--- config.mk ---
export PLATFORM = sky130hd
export DESIGN_NAME = systolic_ctrl
export DESIGN_NICKNAME = d
export VERILOG_FILES = /design/src/rtl/systolic_ctrl.sv
export SDC_FILE = /design/constraint.sdc
export NUM_CORES = 1
export LEC_CHECK = 0
export ABC_AREA = 1
export ABC_CLOCK_PERIOD_IN_PS = 10500
export BUFFER_PORTS_ARGS = -buffer_cell sky130_fd_sc_hd__buf_4
export CAP_MARGIN = 5
export CORE_ASPECT_RATIO = 0.7
export CORE_MARGIN = 3
export CORE_UTILIZATION = 69
export DETAILED_ROUTE_END_ITERATION = 6
export HOLD_SLACK_MARGIN = 0.08
export PLACE_DENSITY_LB_ADDON = 0.2
export SYNTH_ARGS = -nofsm -noshare
export SYNTH_HDL_FRONTEND = slang
export SYNTH_SLANG_ARGS = --single-unit
--- constraint.sdc ---
create_clock -name clk -period 10.5 [get_ports clk]
set_input_delay 0.525 -clock clk [delete_from_list [all_inputs] [get_ports clk]]
set_output_delay 0.525 -clock clk [all_outputs]
set_load 0.05 [all_outputs]
--- src/rtl/systolic_ctrl.sv ---
`default_nettype none
// ============================================================================
// Module  : systolic_ctrl
// Purpose : Control/address sequencer for an NxN weight-stationary systolic
//           array tile: weight load, skewed activation stream, output strobes.
// Rev     : 1.0
// ============================================================================
module systolic_ctrl #(
  parameter int N     = 4,
  parameter int VEC_W = 16
) (
  input  logic                 clk,
  input  logic                 rst,
  input  logic                 start,
  input  logic [VEC_W-1:0]     num_vec,
  output logic                 busy,
  output logic                 done,
  output logic                 w_rd_en,
  output logic [$clog2(N)-1:0] w_rd_addr,
  output logic                 weight_en,
  output logic                 a_rd_en,
  output logic [VEC_W-1:0]     a_rd_addr,
  output logic [N-1:0]         a_row_en,
  output logic [N-1:0]         out_valid
);

  localparam int AW = $clog2(N);
  localparam int CW = VEC_W + 6;

  typedef enum logic [2:0] {
    S_IDLE   = 3'd0,
    S_LOAD_W = 3'd1,
    S_W_TAIL = 3'd2,
    S_STREAM = 3'd3,
    S_DRAIN  = 3'd4
  } state_t;

  state_t           r_state;
  state_t           w_state_nxt;
  logic [CW-1:0]    r_cnt;
  logic [VEC_W-1:0] r_m;

  logic             r_busy, r_done, r_w_rd_en, r_weight_en, r_a_rd_en;
  logic [AW-1:0]    r_w_rd_addr;
  logic [VEC_W-1:0] r_a_rd_addr;
  logic [N-1:0]     r_a_row_en, r_out_valid;

  logic             w_idle, w_take, w_run;
  logic [VEC_W-1:0] w_m;
  logic [CW-1:0]    w_mx, w_n, w_last;
  logic             w_busy_nxt, w_done_nxt, w_wen_nxt, w_wten_nxt, w_aen_nxt;
  logic [AW-1:0]    w_waddr_nxt;
  logic [VEC_W-1:0] w_aaddr_nxt;
  logic [N-1:0]     w_row_nxt, w_ov_nxt;

  function automatic logic f_in_win(input logic [CW-1:0] n,
                                    input logic [CW-1:0] lo,
                                    input logic [CW-1:0] len);
    return (n >= lo) && (n < lo + len);
  endfunction

  // w_n is the tile cycle index the registered outputs will present next.
  always_comb begin
    w_idle = (r_state == S_IDLE);
    w_take = w_idle && start;
    w_m    = w_take ? num_vec : r_m;
    w_mx   = {6'd0, w_m};
    w_n    = w_idle ? CW'(1) : r_cnt + CW'(1);
    w_last = CW'(3*N+3) + w_mx;

    w_state_nxt = r_state;
    case (r_state)
      S_IDLE:   if (w_take && (num_vec != '0)) w_state_nxt = S_LOAD_W;
      S_LOAD_W: if (w_n == CW'(N+1)) w_state_nxt = S_W_TAIL;
      S_W_TAIL: w_state_nxt = S_STREAM;
      S_STREAM: if (w_n == CW'(N+2) + w_mx) w_state_nxt = S_DRAIN;
      S_DRAIN:  if (r_cnt == w_last) w_state_nxt = S_IDLE;
      default:  w_state_nxt = S_IDLE;
    endcase

    w_run      = (w_state_nxt != S_IDLE);
    w_busy_nxt = w_run && (w_n != w_last);
    w_done_nxt = (w_run && (w_n == w_last)) || (w_take && (num_vec == '0));
    w_wen_nxt  = w_run && f_in_win(w_n, CW'(1), CW'(N));
    w_wten_nxt = w_run && f_in_win(w_n, CW'(2), CW'(N));
    w_aen_nxt  = w_run && f_in_win(w_n, CW'(N+2), w_mx);

    w_waddr_nxt = '0;
    if (w_wen_nxt)
      w_waddr_nxt = (w_n == CW'(1)) ? AW'(N-1) : r_w_rd_addr - AW'(1);

    w_aaddr_nxt = '0;
    if (w_aen_nxt)
      w_aaddr_nxt = r_a_rd_en ? r_a_rd_addr + VEC_W'(1) : '0;

    w_row_nxt = '0;
    w_ov_nxt  = '0;
    for (int r = 0; r < N; r++) begin
      w_row_nxt[r] = w_run && f_in_win(w_n, CW'(N+3+r), w_mx);
      w_ov_nxt[r]  = w_run && f_in_win(w_n, CW'(2*N+4+r), w_mx);
    end
  end

  always_ff @(posedge clk or negedge rst) begin
    if (!rst) begin
      r_state     <= S_IDLE;
      r_cnt       <= '0;
      r_m         <= '0;
      r_busy      <= 1'b0;
      r_done      <= 1'b0;
      r_w_rd_en   <= 1'b0;
      r_w_rd_addr <= '0;
      r_weight_en <= 1'b0;
      r_a_rd_en   <= 1'b0;
      r_a_rd_addr <= '0;
      r_a_row_en  <= '0;
      r_out_valid <= '0;
    end else begin
      r_state     <= w_state_nxt;
      r_cnt       <= w_run ? w_n : '0;
      r_m         <= w_m;
      r_busy      <= w_busy_nxt;
      r_done      <= w_done_nxt;
      r_w_rd_en   <= w_wen_nxt;
      r_w_rd_addr <= w_waddr_nxt;
      r_weight_en <= w_wten_nxt;
      r_a_rd_en   <= w_aen_nxt;
      r_a_rd_addr <= w_aaddr_nxt;
      r_a_row_en  <= w_row_nxt;
      r_out_valid <= w_ov_nxt;
    end
  end

  assign busy      = r_busy;
  assign done      = r_done;
  assign w_rd_en   = r_w_rd_en;
  assign w_rd_addr = r_w_rd_addr;
  assign weight_en = r_weight_en;
  assign a_rd_en   = r_a_rd_en;
  assign a_rd_addr = r_a_rd_addr;
  assign a_row_en  = r_a_row_en;
  assign out_valid = r_out_valid;

endmodule
`default_nettype wire

# ---- Yosys cells after proc, flatten, opt, wreduce, memory -nomap -nowiden
# Cells that the tools add are included.
# W data, S select, Z words.
dict set report word_totals {
  ff_bits 72
  latch_bits 0
  mem_bits_rw 0
  romBits 0
  in_bits 19
  out_inout_bits 31
  elab_cells 100
  memories 0
}
dict set report classes {
  n_addsub 12
  n_mul 0
  div_mod_pow 0
  n_lt_le_gt_ge 22
  eq_ne 10
  shift 0
  n_mux 12
  bitwise 0
  n_reduce_logical 32
}
# operator n
set op_table {}
lappend op_table {{$lt A22 B17 Y1} 9}
lappend op_table {{$ge A22 B4 Y1 const B} 7}
lappend op_table {{$add A4 B16 Y17 const A} 7}
lappend op_table {{$eq A22 B22 Y1} 3}
lappend op_table {{$mux W16} 3}
lappend op_table {{$ge A22 B3 Y1 const B} 2}
lappend op_table {{$lt A22 B3 Y1 const B} 2}
lappend op_table {{$mux W22} 2}
lappend op_table {{$add A3 B16 Y17 const A} 2}
lappend op_table {{$logic_and A1 B1 Y1} 27}
lappend op_table {{$add A22 B1 Y22 const B} 1}
lappend op_table {{$eq A22 B1 Y1 const B} 1}
lappend op_table {{$eq A22 B3 Y1 const B} 1}
lappend op_table {{$ge A22 B1 Y1 const B} 1}
lappend op_table {{$ge A22 B2 Y1 const B} 1}
lappend op_table {{$ne A22 B22 Y1} 1}
lappend op_table {{$add A16 B1 Y16 const B} 1}
lappend op_table {{$logic_not A16 Y1} 1}
lappend op_table {{$reduce_bool A16 Y1} 1}
lappend op_table {{$pmux W3 S5} 1}
lappend op_table {{$mux W3} 4}
lappend op_table {{$eq A3 B2 Y1 const B} 2}
lappend op_table {{$mux W2} 2}
lappend op_table {{$eq A3 B1 Y1 const B} 1}
lappend op_table {{other kinds (5)} 5}

# ---- Depth between registers and ports, before layout
# Gate-level depths: netlist (run 1).
dict set report depth {
  word_depth 10
  ltp_mapped 30
  depth_no_buf 29
}

# ---- Least setup slack after synthesis (run 1)
# Ideal clock, no wire load.
dict set report synth_timing {
  path_type {register to register}
  startpoint {reg r_state[1]}
  endpoint {reg r_a_rd_addr[6], in the netlist a_rd_addr[6]}
  setup_time_ns 0.118
  arrival_ns 3.636
  required_ns 10.382
  setup_slack_ns 6.746
  stages_incl_launch_ff 30
  cell_sequence {dfrtp_1 -> nor2_4 -> nand3_4 -> buf_6 -> nand2_1 -> nand2_1 -> buf_4 -> inv_1 -> ha_1 -> inv_1 -> o21ai_1 -> nand2_1 -> xor2_1 -> ha_1 -> nand2_1 -> inv_1 -> nand3_1 -> nor2_1 -> nand2_1 -> nor3_1 -> nand2_1 -> inv_1 -> nand2_1 -> a21oi_1 -> nand2_1 -> nor2_1 -> nand3_4 -> nand2_4 -> buf_6 -> nor2_2}
}
dict set report synth_between {
  elab_chain_len 10
  word_cells_on_any_way 25
  classes_between {add/sub: 2; order compare: 2; eq/ne: 7; mux: 8; reduce/logical: 6}
}
# element line
set synth_rtl {}
lappend synth_rtl {{from (decl)} 38} ;# state_t r_state;
lappend synth_rtl {{from (signal assigned)} 119} ;# r_state <= w_state_nxt;
lappend synth_rtl {{$logic_not A3 Y1 *} 64} ;# w_idle = (r_state == S_IDLE);
lappend synth_rtl {{$logic_and A1 B1 Y1 *} 65} ;# w_take = w_idle && start;
lappend synth_rtl {{$mux W16 *} 66} ;# w_m = w_take ? num_vec : r_m;
lappend synth_rtl {{via w_m[2]} 49} ;# logic [VEC_W-1:0] w_m;
lappend synth_rtl {{$add A4 B16 Y17 or $add A3 B16 Y17 (tied branches)} {69, 76}}
lappend synth_rtl {{$eq A22 B22 Y1 (on tied branches)} {77, 76}}
lappend synth_rtl {{$mux W3 (on tied branches)} {77, 76}}
lappend synth_rtl {{$pmux W3 S5 *} 72} ;# case (r_state)
lappend synth_rtl {{via w_state_nxt[1]} 39} ;# state_t w_state_nxt;
lappend synth_rtl {{$reduce_bool A3 Y1 *} 81} ;# w_run = (w_state_nxt != S_IDLE);
lappend synth_rtl {{$logic_and A1 B1 Y1 *} 86} ;# w_aen_nxt = w_run && f_in_win(w_n, CW'(N+2), w_mx);
lappend synth_rtl {{$mux W16 *} 93} ;# if (w_aen_nxt)
lappend synth_rtl {{via w_aaddr_nxt[6]} 53} ;# logic [VEC_W-1:0] w_aaddr_nxt;
lappend synth_rtl {{to (signal assigned)} 128} ;# r_a_rd_addr <= w_aaddr_nxt;
lappend synth_rtl {{to (decl)} 45} ;# logic [VEC_W-1:0] r_a_rd_addr;
# The timed path passes the listed nets; every way through them passes the cells marked *.

# ---- Worst setup path in the final report (run 1)
dict set report layout_timing {
  startpoint {reg r_state[1]}
  endpoint {reg r_a_rd_addr[1], in the netlist a_rd_addr[1]}
}
# Same word-level chain as after synthesis.

==> results.ini, run 1 <==
[global_route]
antenna_found_initial = 1
grt_pass1_wl_mm = 53.3
track_usage_pct = 44.2
grt-ovfl-total = 0
grt_pass1_vias = 9920
grt_max_degree = 73

[sta]
finalCritPeriodShare_pct = 57.2
setup_viol = 0
finClkSkew_ns = 0.0114
hold_viol_final = 0
worst_slack_ns = 4.49
rsz0062_at_grt = false
drv_slew = 0
timing.final.crit_period_ns = 6.01
fin_hold_ws_ns = 0.303
worstMarginPinSlew_ns = 1.02
fin_setup_tns_ns = 0
clock.fmax_mhz = 166
relSlewSlack_pct = 31.5

[cts]
clk-insertion-delay-late_ns = 0.35
h-tree-depth = 3
cts_tree = done
post_cts_buffers = 0
hold_buffers = 0
cts_buffer_depth = 2
root_buffer = clkbuf_16
cts_made_buffers = 9
cts.clk_slew.worst_paths_ns = 0.06
clock-sinks = 72
ctsResizeCount = 0

[detailed_routing]
drt_wl_total_mm = 34.1
final_antenna_net_count = 0
vias = 10554
drt_pre_antenna_iters = 7
first_iter_violations = 1499
drc_errors = 0
vias_per_cell = 6.30
wire_per_inst_um = 20.4

[power_and_ir_drop]
pwr-share-comb_pct = 2.4
clkPwrFrac_pct = 53.6
swShare_pct = 22.1
power.density_nw_per_um2 = 60.1
ir_drop_v = 0.0000745
switching_power_mw = 0.139
p_leak_nw = 5.79
seqPwrFrac_pct = 44.0
internal-power_mw = 0.491
p_total_mw = 0.630

[synthesis]
synth.distinct_cells = 52
syn_inst = 1441
yosys_warnings = 0
syn_area_um2 = 9660
synth_edf_count = 0
ys_seq_area_share_pct = 18.6
synth_most_common_cell = nand2_1
ys.flop_type = dfrtp_1
synth-seq-cells = 72
syn_area_per_cell_um2 = 6.70
synth.area.top_cells = ha_1 19%, dfrtp_1 19%, nand2_1 14%
synth_nets = 1610
synthArstFlopShare_pct = 100
synth_top_cell_by_area = ha_1
yosysTopAreaCellShare_pct = 19.4
netlist_top_cells_count = 365 x nand2_1, 210 x inv_1, 150 x ha_1, 123 x nor2_1, 95 x nand3_1

[finish]
nFillCells = 1007
num_antenna_cells = 0
area_delta_synth_final_pct = 8.57
layout.cells.non_filler = 1675
drive_gt1_share_pct = 9.33
layout.nets = 1654

[status]
outcome = complete, no violations

[setup_path]
rrSetupSlack_ns = 4.49
arrival_ns = 6.22
endpoint_kind = flop
worstPathMaxFanout = 35
worstPathRequired_ns = 10.71
ff2ff_path_depth = 25
crit_type = reg2reg
reg2reg_to = a_rd_addr[1]$_DFF_PN0_
cp-start-kind = flop
reg2reg_from = r_state[1]$_DFF_PN0_

[floorplanning]
die_area_um2 = 15500
core_area_um2 = 13400
die_w_um = 147
initial_core_util_pct = 72.1
die_h_um = 105
num_rows = 35
ios = 50

[run]
cap_violations = 0

[place]
port_buffers = 49
place_ws_ns = 4.86
gp_congestion = 1.04
place.detailed.hpwl_mm = 26.7
post-place-cells = 1659

[min_path]
hold_class = in2async

-- per-stage QoR --
| step | instance area, µm² | utilization (%) |
|---|---|---|
| floorplan | 9660 | - |
| global placement | 10200 | 75.9 |
| detailed placement | 10200 | 75.9 |
| CTS | 10500 | 78.3 |
| global route | 10500 | 78.3 |
| finish | 10500 | 78.3 |
-- power groups by stage --
| stage | registers (mW) | clock network, mW | logic [mW] |
|---|---|---|---|
| 2_1_floorplan | 0.283 | 0 | 0.00231 |
| 3_3_place_gp | 0.283 | 0 | 0.0146 |
| 3_5_place_dp | 0.283 | 0 | 0.0150 |
| 4_1_cts | 0.277 | 0.333 | 0.0152 |
| 5_1_grt | 0.277 | 0.346 | 0.0165 |
| 6_report | 0.277 | 0.338 | 0.0150 |
-- final cells by class --
type / instances / area (µm²) / share of cell area [%]
multi-input combinational: 1130 / 6910 / 65.9
sequential: 72 / 1800 / 17.2
inverter: 218 / 818 / 7.80
timing repair buffer: 54 / 405 / 3.86
tap: 185 / 231 / 2.21
clock buffer: 9 / 225 / 2.15
clock inverter: 7 / 95.1 / 0.906
-- critical path, stage by stage (launching register included) --
cell and delay, ns:
dfrtp_1 0.41, nor2_4 0.48, nand3_4 0.41, nand2_1 0.17, nand2_1 0.40, inv_2 0.38, nand2_1 0.34, nor2_1 0.23
inv_1 0.20, nor2_1 0.21, nand2_1 0.09, xor2_1 0.15, ha_1 0.30, nand2_1 0.05, inv_1 0.11, nand3_1 0.12
nor3_1 0.25, nand2_1 0.10, inv_1 0.07, nand2_1 0.07, a21oi_1 0.15, nand2_1 0.08, nor2_1 0.20, nand3_4 0.39
nand2_4 0.40, nor2_1 0.09
-- placed cells by master (no fill, tap or decap), types with 50 or more instances in the layout --
cell,netlist,routed
dfrtp_1,72,72
a21oi_1,66,66
xor2_1,84,84
nand4_1,50,50
ha_1,150,150
nand3_1,95,95
inv_1,210,210
nor2_1,123,123
nand2_1,365,365
buf_4,6,54
-- registers in the layout, indices dropped and copies added (netlist names) --
register   flops
busy           1
r_cnt         22
a_rd_addr     16
done           1
r_m           16
w_rd_en        1
r_state        3
a_row_en       4
out_valid      4
weight_en      1
a_rd_en        1
w_rd_addr      2
-- routing by layer --
| metal | up-vias | GRT usage (%) | part of all wire (%) |
|---|---|---|---|
| met5 | - | 0 | 0.038 |
| met4 | 2 | 14.4 | 3.9 |
| met3 | 133 | 21.1 | 18 |
| met2 | 848 | 61.4 | 38 |
| met1 | 4751 | 60.2 | 40 |
| li1 | 4820 | - | - |
-- kinds of logic (layout without fill, tap and decap cells) --
group	after synthesis	count (layout)	synth area share [%]
buffers and inverters	239	288	9.80
AO/OA/AOI/OAI	159	159	9.56
adder cells (fa/ha/maj)	150	150	19.4
flip-flops	72	72	18.6
AND/OR/NAND/NOR	734	734	34.5
XOR/XNOR	87	87	8.03
-- worst max path at each step --
stage                              start                     end  slack, ns  cells past startpoint
finish              r_state[1]$_DFF_PN0_  a_rd_addr[1]$_DFF_PN0_       4.49                     25
global route        r_state[1]$_DFF_PN0_  a_rd_addr[1]$_DFF_PN0_       4.12                     28
CTS                 r_state[1]$_DFF_PN0_  a_rd_addr[1]$_DFF_PN0_       4.73                     28
detailed placement  r_state[1]$_DFF_PN0_  a_rd_addr[5]$_DFF_PN0_       4.86                     28
global placement    r_state[1]$_DFF_PN0_  a_rd_addr[4]$_DFF_PN0_       4.95                     25
floorplan           r_state[1]$_DFF_PN0_  a_rd_addr[6]$_DFF_PN0_       6.75                     29
Note: power is estimated with default switching activity, not from simulation.
==> run 2: changes to the inputs <==
ABC_CLOCK_PERIOD_IN_PS = 5500   (was 10500)
CORE_UTILIZATION = 58   (was 69)
clock period = 5.5 ns   (was 10.5 ns; I/O delays follow)
==> results.ini, run 2 (same netlist as run 1, synthesis figures left out) <==
[setup_path]
worst-path-buf-inv = 7  ; +3
cp_common_cell = nand2_1
slowest_stage = dfrtp_1
endpoint_kind = flop
worstPathRequired_ns = 5.73  ; -4.98 ns
arrival_ns = 5.30  ; -0.92 ns
worstPathMaxFanout = 26  ; -26%
crit_type = reg2reg
cp_slowest_stage_delay_ns = 0.46  ; -0.02 ns
cp-start-kind = flop
critPathTopFamily = simple AND/OR/NAND/NOR gates

[cts]
clock-sinks = 72  ; unchanged
clk-insertion-delay-late_ns = 0.35  ; about the same
hold_buffers = 0  ; unchanged
h-tree-depth = 3  ; unchanged
cts.clk_slew.worst_paths_ns = 0.07  ; about the same
cts_made_buffers = 9  ; unchanged
cts_buffer_depth = 2  ; unchanged
root_buffer = clkbuf_16
cts_tree = done

[finish]
nFillCells = 1441  ; +43%
largest_register_ffs = 22  ; unchanged
final_area_um2 = 10800  ; +2.8%
area_delta_synth_final_pct = 11.6
final_common_cell = nand2_1
drive_gt1_share_pct = 11.1  ; +1.8 points
num_antenna_cells = 0  ; unchanged
layout.nets = 1683  ; +1.8%
largest_register = r_cnt
multi_input_area_um2 = 6940  ; +0.45%
seq_area_um2 = 1800  ; unchanged
final_cell_mix = 365 x nand2_1, 210 x inv_1, 150 x ha_1, 122 x nor2_1, 95 x nand3_1

[power_and_ir_drop]
ir_drop_v = 0.000150  ; +100%
seqPwrFrac_pct = 43.2  ; -0.8 points
switching_power_mw = 0.285  ; +100%
power.density_nw_per_um2 = 114  ; +89%
internal-power_mw = 0.941  ; +92%
swShare_pct = 23.2  ; +1.1 points
pwr-share-comb_pct = 2.3  ; about the same
p_leak_nw = 5.93  ; +2.3%
clkPwrFrac_pct = 54.5  ; +0.9 points

[global_route]
grt_max_degree = 73  ; unchanged
grt-ovfl-total = 0  ; unchanged
grt_pass1_vias = 9438  ; -4.9%
track_usage_pct = 39.0  ; -5.2 points
grt_pass1_wl_mm = 54.7  ; +2.6%
antenna_found_initial = 0  ; -1

[sta]
finClkSkew_ns = 0.00912  ; -0.00224 ns
fin_hold_ws_ns = 0.0701  ; -0.233 ns
timing.final.crit_period_ns = 5.07  ; -0.938 ns
rsz0062_at_grt = false
finalCritPeriodShare_pct = 92.2  ; +35 points
setup_viol = 0  ; unchanged
fin_setup_tns_ns = 0  ; unchanged
relSlewSlack_pct = 36.1  ; +4.6 points
clock.fmax_mhz = 197  ; +19%
drv_slew = 0  ; unchanged
hold_viol_final = 0  ; unchanged
worstMarginPinSlew_ns = 0.958  ; -0.0585 ns

[floorplanning]
die_h_um = 114  ; +8.6%
ios = 50  ; unchanged
initial_core_util_pct = 60.8  ; -11 points
die_w_um = 160  ; +8.7%
num_rows = 38  ; +8.6%
core_area_um2 = 15900  ; +19%
die_area_um2 = 18300  ; +18%

[detailed_routing]
first_iter_violations = 1536  ; +2.5%
vias = 10371  ; -1.7%
vias_per_cell = 5.96  ; -5.4%
drt_wl_total_mm = 36.1  ; +5.8%
final_antenna_net_count = 0  ; unchanged
drc_errors = 0  ; unchanged
drt_pre_antenna_iters = 7  ; unchanged
wire_per_inst_um = 20.8  ; +1.9%

[place]
place.detailed.hpwl_mm = 27.6  ; +3.4%
gp_congestion = 1.04  ; about the same
port_buffers = 49  ; unchanged
dpl_cell_area_um2 = 10400  ; +2.0%

[status]
outcome = complete, no violations

[min_path]
hold_class = in2async

[run]
cap_violations = 0  ; unchanged

## run 2: changes by cell type in the layout (fill, tap and decap cells not counted), sizes merged
| cell | previous run | this run |
|---|---|---|
| nand3 | 98 | 100 |
| clkinv | 3 | 2 |
| buf | 54 | 81 |
| inv | 219 | 220 |
## run 2: through the flow
step | util, % | std cells | total power [mW] | setup WS [ns]
4_1_cts | 67.4 | 1731 | 1.22 | 0.308
5_1_grt | 67.9 | 1739 | 1.25 | 0.0311
2_1_floorplan | - | 1441 | 0.544 | 1.75
6_report | 67.9 | 1739 | 1.23 | 0.429
3_3_place_gp | 65.3 | 1715 | 0.568 | 0.395
3_5_place_dp | 65.3 | 1715 | 0.568 | 0.346
## run 2: path summary, 6_finish.rpt
kind / end / cells past startpoint / startpoint / slack (ns)
worst max-delay path: busy$_DFF_PN0_ / 29 / r_state[2]$_DFF_PN0_ / 0.43
worst min-delay path: r_m[13]$_DFF_PN0_ / 1 / rst / 0.07
worst max register to register: busy$_DFF_PN0_ / 29 / r_state[2]$_DFF_PN0_ / 0.43
worst min register to register: a_rd_addr[0]$_DFF_PN0_ / 3 / a_rd_addr[0]$_DFF_PN0_ / 0.60
max in group asynchronous: r_cnt[0]$_DFF_PN0_ / 1 / rst / 4.80
min in group clk: r_m[6]$_DFF_PN0_ / 3 / num_vec[6] / 0.34
## run 2: power by group through the flow
stage / clock network (mW) / logic [mW] / registers, mW
finish: 0.668 / 0.0286 / 0.529
global route: 0.692 / 0.0316 / 0.529
CTS: 0.664 / 0.0289 / 0.529
detailed placement: 0 / 0.0288 / 0.539
global placement: 0 / 0.0284 / 0.539
floorplan: 0 / 0.00441 / 0.540
## run 2: worst reg2reg max path, delay by kind of cell, from the launching register on
| family | cells | cell delay [ns] |
|---|---|---|
| AO/OA/AOI/OAI | 2 | 0.37 |
| XOR/XNOR | 1 | 0.12 |
| adder cells (fa/ha/maj) | 1 | 0.29 |
| buffers and inverters | 7 | 1.07 |
| flip-flops | 1 | 0.46 |
| AND/OR/NAND/NOR | 18 | 2.66 |
## run 2: what timing repair did
action | CTS | global route
setup endpoints to repair | 0 | 53
resized for setup | 0 | 5
setup buffers | 0 | 6
## run 2: area by class of cell
cell class	instances	share of cell area (%)
clock buffer	9	2.09
tap	220	2.55
multi-input combinational	1132	64.4
inverter	218	7.64
timing repair buffer	81	5.64
clock inverter	7	0.952
sequential	72	16.7
## run 2: metal layers
layer,vias up,wire length (µm),global-route usage [%]
li1,4882,-,-
met1,4669,15700,57.6
met2,738,13400,52.4
met3,82,6000,15.3
met4,0,1020,10.3
met5,-,0,0
